<file path="src/rtl/i2c_pkg.sv">
// Shared definitions for the I2C slave receiver.
//   MsgLenDefault : default data byte width in bits
//   AddrWidth     : I2C slave address width in bits
//   state_t       : receiver FSM state encoding
package i2c_pkg;

   localparam int unsigned MsgLenDefault = 8;
   localparam int unsigned AddrWidth     = 7;

   typedef enum logic [2:0] {
      StIdle,
      StAddr,
      StAddrAck,
      StData,
      StDataAck,
      StIgnore
   } state_t;

endpackage

</file>
<file path="src/rtl/i2c_sync_edge.sv">
// Two-flop synchronizer followed by an edge-detect register for one raw bus line.
//   clk_i   : system clock
//   rst_i   : asynchronous active-high reset; all flops reset to 1 (idle bus high)
//   d_i     : raw asynchronous input
//   level_o : synchronized level
//   rise_o  : one-clk pulse on a synchronized 0->1 transition
//   fall_o  : one-clk pulse on a synchronized 1->0 transition
module i2c_sync_edge (
   input  logic clk_i,
   input  logic rst_i,
   input  logic d_i,
   output logic level_o,
   output logic rise_o,
   output logic fall_o
);

   logic sync1_q;
   logic sync2_q;
   logic prev_q;

   always_ff @(posedge clk_i or posedge rst_i) begin
      if (rst_i) begin
         sync1_q <= 1'b1;
         sync2_q <= 1'b1;
         prev_q  <= 1'b1;
      end else begin
         sync1_q <= d_i;
         sync2_q <= sync1_q;
         prev_q  <= sync2_q;
      end
   end

   assign level_o = sync2_q;
   assign rise_o  = sync2_q & ~prev_q;
   assign fall_o  = ~sync2_q & prev_q;

endmodule

</file>
<file path="src/rtl/i2c_slave_rx.sv">
// Write-only I2C slave receiver. Answers to SLAVE_ADDR with R/W=0, ACKs the address
// and every data byte, and presents each received byte on rx_data with a rx_valid pulse.
//   clk      : system clock
//   reset    : asynchronous active-high reset
//   scl      : raw I2C clock (asynchronous)
//   sda_in   : raw I2C data level (asynchronous)
//   sda_oe   : 1 = pull SDA low (ACK)
//   rx_data  : last received data byte (MSB first on the wire)
//   rx_valid : one-clk pulse when rx_data updates
//   selected : high from address match until STOP or next START
// All outputs are registered; no combinational path from scl/sda_in to an output.
module i2c_slave_rx
   import i2c_pkg::*;
#(
   parameter int unsigned           MESSAGE_LENGTH = MsgLenDefault,
   parameter logic [AddrWidth-1:0]  SLAVE_ADDR     = 7'h2A
) (
   input  logic                      clk,
   input  logic                      reset,
   input  logic                      scl,
   input  logic                      sda_in,
   output logic                      sda_oe,
   output logic [MESSAGE_LENGTH-1:0] rx_data,
   output logic                      rx_valid,
   output logic                      selected
);

   // Shift register must hold at least the address byte (address + R/W).
   localparam int unsigned ShW  = (MESSAGE_LENGTH > AddrWidth + 1) ? MESSAGE_LENGTH
                                                                   : AddrWidth + 1;
   localparam int unsigned CntW = $clog2(ShW);
   localparam logic [CntW-1:0] AddrLast = CntW'(AddrWidth);
   localparam logic [CntW-1:0] DataLast = CntW'(MESSAGE_LENGTH - 1);

   logic scl_lvl, scl_rise, scl_fall;
   logic sda_lvl, sda_rise, sda_fall;

   i2c_sync_edge u_scl_sync (
      .clk_i   (clk),
      .rst_i   (reset),
      .d_i     (scl),
      .level_o (scl_lvl),
      .rise_o  (scl_rise),
      .fall_o  (scl_fall)
   );

   i2c_sync_edge u_sda_sync (
      .clk_i   (clk),
      .rst_i   (reset),
      .d_i     (sda_in),
      .level_o (sda_lvl),
      .rise_o  (sda_rise),
      .fall_o  (sda_fall)
   );

   logic start_det;
   logic stop_det;
   assign start_det = sda_fall & scl_lvl;
   assign stop_det  = sda_rise & scl_lvl;

   state_t                    state_q, state_d;
   logic [CntW-1:0]           cnt_q, cnt_d;
   logic [ShW-1:0]            shift_q, shift_d;
   logic [MESSAGE_LENGTH-1:0] rx_data_q, rx_data_d;
   logic                      rx_valid_q, rx_valid_d;
   logic                      sda_oe_q, sda_oe_d;
   logic                      selected_q, selected_d;

   logic [ShW-1:0] shift_nxt;
   logic           addr_match;

   assign shift_nxt  = {shift_q[ShW-2:0], sda_lvl};
   // Upper 7 bits are the address, LSB is R/W (0 = write).
   assign addr_match = (shift_nxt[AddrWidth:1] == SLAVE_ADDR) && !shift_nxt[0];

   // State register and datapath registers.
   always_ff @(posedge clk or posedge reset) begin
      if (reset) begin
         state_q    <= StIdle;
         cnt_q      <= '0;
         shift_q    <= '0;
         rx_data_q  <= '0;
         rx_valid_q <= 1'b0;
         sda_oe_q   <= 1'b0;
         selected_q <= 1'b0;
      end else begin
         state_q    <= state_d;
         cnt_q      <= cnt_d;
         shift_q    <= shift_d;
         rx_data_q  <= rx_data_d;
         rx_valid_q <= rx_valid_d;
         sda_oe_q   <= sda_oe_d;
         selected_q <= selected_d;
      end
   end

   // Next-state logic. START takes priority over STOP.
   always_comb begin
      state_d = state_q;
      if (start_det) begin
         state_d = StAddr;
      end else if (stop_det) begin
         state_d = StIdle;
      end else begin
         case (state_q)
            StAddr: begin
               if (scl_rise && cnt_q == AddrLast) begin
                  state_d = addr_match ? StAddrAck : StIgnore;
               end
            end
            StData: begin
               if (scl_rise && cnt_q == DataLast) begin
                  state_d = StDataAck;
               end
            end
            StAddrAck, StDataAck: begin
               // sda_oe high means this fall ends the 9th clock.
               if (scl_fall && sda_oe_q) begin
                  state_d = StData;
               end
            end
            default: state_d = state_q;
         endcase
      end
   end

   // Datapath / output next values.
   always_comb begin
      cnt_d      = cnt_q;
      shift_d    = shift_q;
      rx_data_d  = rx_data_q;
      rx_valid_d = 1'b0;
      sda_oe_d   = sda_oe_q;
      selected_d = selected_q;
      if (start_det) begin
         cnt_d      = '0;
         shift_d    = '0;
         sda_oe_d   = 1'b0;
         selected_d = 1'b0;
      end else if (stop_det) begin
         cnt_d      = '0;
         sda_oe_d   = 1'b0;
         selected_d = 1'b0;
      end else begin
         case (state_q)
            StAddr: begin
               if (scl_rise) begin
                  shift_d = shift_nxt;
                  if (cnt_q == AddrLast) begin
                     cnt_d      = '0;
                     selected_d = addr_match;
                  end else begin
                     cnt_d = cnt_q + CntW'(1);
                  end
               end
            end
            StData: begin
               if (scl_rise) begin
                  shift_d = shift_nxt;
                  if (cnt_q == DataLast) begin
                     cnt_d      = '0;
                     rx_data_d  = shift_nxt[MESSAGE_LENGTH-1:0];
                     rx_valid_d = 1'b1;
                  end else begin
                     cnt_d = cnt_q + CntW'(1);
                  end
               end
            end
            StAddrAck, StDataAck: begin
               // First fall after bit 8 asserts ACK, the next one releases it.
               if (scl_fall) begin
                  sda_oe_d = ~sda_oe_q;
               end
            end
            default: sda_oe_d = 1'b0;
         endcase
      end
   end

   assign sda_oe   = sda_oe_q;
   assign rx_data  = rx_data_q;
   assign rx_valid = rx_valid_q;
   assign selected = selected_q;

endmodule
</file>
<file path="config.mk">
export PLATFORM = sky130hd
export DESIGN_NAME = i2c_slave_rx
export DESIGN_NICKNAME = d
export VERILOG_FILES = /design/src/rtl/i2c_pkg.sv /design/src/rtl/i2c_sync_edge.sv /design/src/rtl/i2c_slave_rx.sv
export SDC_FILE = /design/constraint.sdc
export NUM_CORES = 1
export LEC_CHECK = 0
export ABC_CLOCK_PERIOD_IN_PS = 3900
export CELL_PAD_IN_SITES_DETAIL_PLACEMENT = 0
export CELL_PAD_IN_SITES_GLOBAL_PLACEMENT = 1
export CORE_MARGIN = 3
export CORE_UTILIZATION = 47
export DETAILED_ROUTE_END_ITERATION = 8
export HOLD_SLACK_MARGIN = 0.06
export PLACE_DENSITY_LB_ADDON = 0.15
export SYNTH_ARGS = -nofsm -noshare
export SYNTH_HDL_FRONTEND = slang
export SYNTH_HIERARCHICAL = 1
export SYNTH_SLANG_ARGS = --single-unit
</file>
<file path="constraint.sdc">
create_clock -name clk -period 3.9 [get_ports clk]
set_input_delay 0.39 -clock clk [delete_from_list [all_inputs] [get_ports clk]]
set_output_delay 0.39 -clock clk [all_outputs]
set_load 0.02 [all_outputs]
</file>
### Word-level counts from Yosys, hierarchy flattened

Cells that the tools add are included.

* flip-flop bits (word level): 30
* input bits: 4
* output and inout bits: 11
* word-level logic and storage cells: 88

* add/sub/neg operators: 1
* eq/ne operators: 12
* muxes and demuxes: 30
* bitwise logic cells: 13
* reductions and logical operators: 19

Operator list (number)
* $mux 3: 11
* $mux 7: 4
* $ne 4x4->1 const B: 4
* $mux 1: 13
* $reduce_bool 3->1: 4
* $pmux 3 s3: 1
* $eq 7x6->1 const B: 1
* $not 1->1: 7
* $and 1x1->1: 6
* $eq 3x2->1 const B: 2
* $eq 3x3->1 const B: 2
* $reduce_and 3->1: 2
* $reduce_and 5->1: 1
* $reduce_bool 5->1: 1
* $reduce_and 2->1: 2
* $reduce_and 4->1: 1
* $reduce_bool 2->1: 2
* $reduce_or 2->1: 2
* $add 3x1->3 const B: 1
* $eq 3x1->1 const B: 1
* $logic_and 1x1->1: 3
* $ne 3x1->1 const B: 1
* $ne 2x2->1 const B: 1
* $pmux 1 s2: 1
* $logic_not 1->1: 1

### Logic depth before layout (Yosys ltp)

* depth in word-level cells: 7
* depth in mapped cells: 6
* mapped depth without buffers: 5

### Cells and area by module

Netlist, hierarchy kept.

Modules (own cells, without submodules)
* i2c_slave_rx: instances 1, cells an instance 101, area each 1127.3 um2, seq. area each 600.6 um2
* i2c_sync_edge: instances 2, cells an instance 6, area each 97.6 um2, seq. area each 78.8 um2

### Least setup slack after synthesis

Ideal clock, no wire load.

* kind: register to register
* from: register u_sda_sync.sync2_q (netlist: u_sda_sync/level_o)
* to: register rx_data_q[0] (netlist: rx_data[0])
* setup time: 0.125 ns
* arrival: 1.565 ns
* data required time: 3.775 ns
* path slack: 2.211 ns
* stages on the path, launching flop included: 5
* buffers on the path: 0
* period minus slack after synthesis: 1.689 ns
* path through: dfstp_2 -> and2b_2 -> o21ai_0 -> nand3_4 -> mux2_2

* cells in the longest elaborated chain, start to end: 5
* elaborated cells between the ends (all ways): 8
* those cells by class: 7 x bitwise; 1 x reduce/logical

Ends and longest elaborated chain
* start, declared: line i2c_sync_edge.sv:18 `logic sync2_q;`
* start signal, assigned: line i2c_sync_edge.sv:28 `sync2_q <= sync1_q;`
* $not 1->1: line i2c_sync_edge.sv:35 `assign fall_o = ~sync2_q & prev_q;`
* $and 1x1->1: line i2c_sync_edge.sv:35
* via sda_fall: line i2c_slave_rx.sv:36 `logic sda_lvl, sda_rise, sda_fall;`
* $and 1x1->1: line i2c_slave_rx.sv:58 `assign start_det = sda_fall & scl_lvl;`
* $not 1->1 (no line)
* $reduce_and 5->1 (no line)
* end signal, assigned: line i2c_slave_rx.sv:90 `rx_data_q <= rx_data_d;`
* end, declared: line i2c_slave_rx.sv:64 `logic [MESSAGE_LENGTH-1:0] rx_data_q, rx_data_d;`

The timed path passes the listed nets, and every way through them passes these cells.
A chain may end at the register's enable or synchronous reset.

### Worst setup path after layout

* from: register u_scl_sync.sync2_q (netlist: u_scl_sync/level_o)
* to: register rx_data_q[4] (netlist: rx_data[4])

* elaborated cells between the ends (all ways): 6
* those cells by class: 5 x bitwise; 1 x reduce/logical

RTL lines
* start, declared: line i2c_sync_edge.sv:18
* start signal, assigned: line i2c_sync_edge.sv:28
* $and 1x1->1: line i2c_sync_edge.sv:34 `assign rise_o = sync2_q & ~prev_q;`
* via scl_rise: line i2c_slave_rx.sv:35 `logic scl_lvl, scl_rise, scl_fall;`
* $reduce_and 5->1 (no line)

The timed path passes the listed nets, and every way through them passes these cells.

==> impl_metrics.env <==
export IMPL_p_clk_share_pct=31.7
export IMPL_antenna_found_initial=0
export IMPL_synth_area_per_cell_um2=11.70
export IMPL_hold_path_class="flip-flop to flip-flop"
export IMPL_critPathRequiredTime_ns=4.12
export IMPL_ant_nets=0
export IMPL_cap_violations=0
export IMPL_seq_power_share_pct=59.6
export IMPL_drive_gt1_share_pct=20.45
export IMPL_grt_overflow_total=0
export IMPL_clock_latency_ns=0.32
export IMPL_max_slew_worst_pin_slew_ns=0.9012
export IMPL_skew_ns=0.009703
export IMPL_hold_viol=0
export IMPL_grt_pass1_wl_um=3898
export IMPL_arrival_ns=2.10
export IMPL_rsz0062_at_grt="no"
export IMPL_rr_startpoint="u_scl_sync/level_o"
export IMPL_holdWs_ns=0.3591
export IMPL_cts_clk_slew_worst_paths_ns=0.09
export IMPL_dp_final_hpwl_um=1571
export IMPL_fin_crit_ns=1.879
export IMPL_drc=0
export IMPL_h_tree_depth=2
export IMPL_p_per_area_mw_per_mm2=383.0
export IMPL_path_delay_family="simple AND/OR/NAND/NOR gates"
export IMPL_layout_nets=137
export IMPL_grt_pass1_vias=886
export IMPL_finalInstanceArea_mm2=0.001540
export IMPL_muxShareOfSynthArea_pct=11.35
export IMPL_totalPowerFinal_uw=589.9
export IMPL_reg2reg_slack_ns=2.02
export IMPL_synth_area_leaders="dfrtp_1, dfstp_2, mux2_2"
export IMPL_worstPathCellList="nor2b_1, and3b_1, and2_4, nand3_4, mux2_2"
export IMPL_post_cts_setup_buffer_count=0
export IMPL_crit_type="flip-flop to flip-flop"
export IMPL_crit_fanout=9
export IMPL_hold_path_end="u_scl_sync/level_o"
export IMPL_die_area_mm2=0.003486
export IMPL_fillers=218
export IMPL_synth_compound_area_share_pct=8.893
export IMPL_rows=18
export IMPL_max_slew_margin_pct=39.85
export IMPL_synth_top_area_share_pct=45.41
export IMPL_cts_made_buffers=5
export IMPL_drt_iter0_markers=15
export IMPL_die_w_um=59.05
export IMPL_tns_ns=0
export IMPL_synth_top_family_by_area="simple AND/OR/NAND/NOR gates"
export IMPL_pwr_share_comb_pct=8.7
export IMPL_synth_adder_area_share_pct=1.892
export IMPL_reg2reg_depth=5
export IMPL_yosys_area_share_simple_pct=17.22
export IMPL_portBuffers=14
export IMPL_cts_root_buf="clkbuf_4"
export IMPL_whs_path_depth=0
export IMPL_cts_tree="done"
export IMPL_ys_ff_latch=30
export IMPL_synth_largest_area_cell="dfrtp_1"
export IMPL_cts_sinks=30
export IMPL_grt_start_max_net_pins=25
export IMPL_antenna_cells=0
export IMPL_dr_total_vias=885
export IMPL_slew_viol_final=0
export IMPL_r2r_end="rx_data[4]"
export IMPL_min_from="u_scl_sync/sync1_q"
export IMPL_crit_slowest_cell="dfstp_2"
export IMPL_yosys_area_share_xor_xnor_pct=0.6623
export IMPL_start_util_pct=51.51
export IMPL_post_drt_wl_per_cell_um=13.49
export IMPL_syn_inst=113
export IMPL_crit_path_start="u_scl_sync/level_o"
export IMPL_startpoint_type="flip-flop"
export IMPL_final_core_util_pct=59.99
export IMPL_grt_use_total_pct=15.41
export IMPL_power_leakage_nw=0.7284
export IMPL_yosys_warnings=6
export IMPL_slowest_delay_ns=0.60
export IMPL_die_h_um=59.05
export IMPL_synthesis_nets=119
export IMPL_drt_wl_total_um=2185
export IMPL_crit_path_end_kind="flip-flop"
export IMPL_synth_distinct_cells=34
export IMPL_cts_resized=0
export IMPL_pin_count=15
export IMPL_dpl_cell_area_mm2=0.001480
export IMPL_clockBufferDepth=2
export IMPL_ir_drop_v=0.0002792
export IMPL_critPathBufInv=0
export IMPL_status="completed"
export IMPL_drtPass1Iterations=4
export IMPL_fmax_mhz=532.3
export IMPL_vias_per_cell=5.463
export IMPL_netlist_area_mm2=0.001323
export IMPL_syn_to_final_growth_pct=16.46
export IMPL_setup_viol=0
export IMPL_p_int_uw=443.6
export IMPL_switching_power_uw=146.2
export IMPL_ys_seq_area_share_pct=57.33
export IMPL_switching_share_pct=24.79
export IMPL_fin_crit_sh_pct=48.17
export IMPL_gp_congestion=0.8190
export IMPL_hold_buffers=0
export IMPL_core_mm2=0.002567
-- cells in the final DEF, fill, tap and decap left out, types with 2 or more instances in the layout --
master            n
a21oi_1           7
and2b_2           2
clkbuf_4          5
clkdlybuf4s50_1  14
dfrtp_1          24
dfstp_2           6
ha_1              2
inv_1             4
mux2_2            8
mux2i_1           6
nand2_1          12
nand3b_1          2
nor2_1            9
nor2b_1           4
o21ai_0           5
or3_1             2
-- routing by layer --
layer | track usage [%] | wire length, µm
met1 | 20.34 | 1069
met2 | 22.40 | 973
met3 | 4.575 | 86
met4 | 9.061 | 56
met5 | 0 | 0
-- power by group through the flow --
stage,clock (mW),sequential (mW),combinational [mW]
after floorplan,0,0.351,0.0424
after CTS,0.193,0.352,0.0524
after detailed placement,0,0.358,0.0523
after global placement,0,0.357,0.0498
after global routing,0.207,0.356,0.0590
final,0.187,0.351,0.0511
-- final cells by class --
type / instances / area, µm² / share of cell area [%]
Sequential cell: 30 / 758.2 / 49.23
Multi-Input combinational cell: 76 / 529.3 / 34.36
Timing Repair Buffer: 14 / 140.1 / 9.098
Clock buffer: 7 / 55.05 / 3.574
Tap cell: 30 / 37.54 / 2.437
Inverter: 4 / 15.01 / 0.9748
Clock inverter: 1 / 5.005 / 0.3249
-- kinds of logic after synthesis --
kind of cell             Yosys count
AO/OA/AOI/OAI                     19
XOR/XNOR                           1
adder cells (fa/ha/maj)            2
buffers and inverters              7
flip-flops                        30
multiplexers                      14
AND/OR/NAND/NOR                   40
-- synth_stat cells (all sizes together) --
cell and instances:
o21ai 5, a31oi 1, ha 2, nor4bb 1, nor2 9, xnor2 1
dfrtp 24, a211o 1, o21a 1, a2bb2oi 1, a211oi 1, and3b 1
nand2 13, and2 2, a21oi 7, dfstp 6, buf 3, or3 2
nor3b 1, nand3b 2, mux2 8, nor4b 1, nor3 1, nor2b 4
o211ai 1, mux2i 6, and2b 2, nand3 1, inv 4, o221a 1
-- sequential cells by signal (all words and copies together) (netlist names) --
signal	flops
u_sda_sync/prev_q	1
rx_data	8
shift_q	7
state_q	3
u_scl_sync/level_o	1
selected	1
cnt_q	3
u_sda_sync/sync1_q	1
u_scl_sync/prev_q	1
sda_oe	1
rx_valid	1
u_scl_sync/sync1_q	1
u_sda_sync/level_o	1
-- how the worst max path moves through the flow --
stage	slack, ns	end	cells after the start
global route	1.89	rx_data[4]	5
CTS	1.99	rx_data[4]	5
finish	2.02	rx_data[4]	5
floorplan	2.21	rx_data[0]	4
global placement	1.97	rx_data[0]	5
detailed placement	1.99	rx_data[4]	5
-- per-stage QoR --
stage,instances,worst slack (ns)
after detailed placement,154,1.988
after global placement,154,1.975
after global routing,162,1.886
after floorplan,113,2.211
final,162,2.021
after CTS,162,1.992
Power figures use the tool's default switching activity.
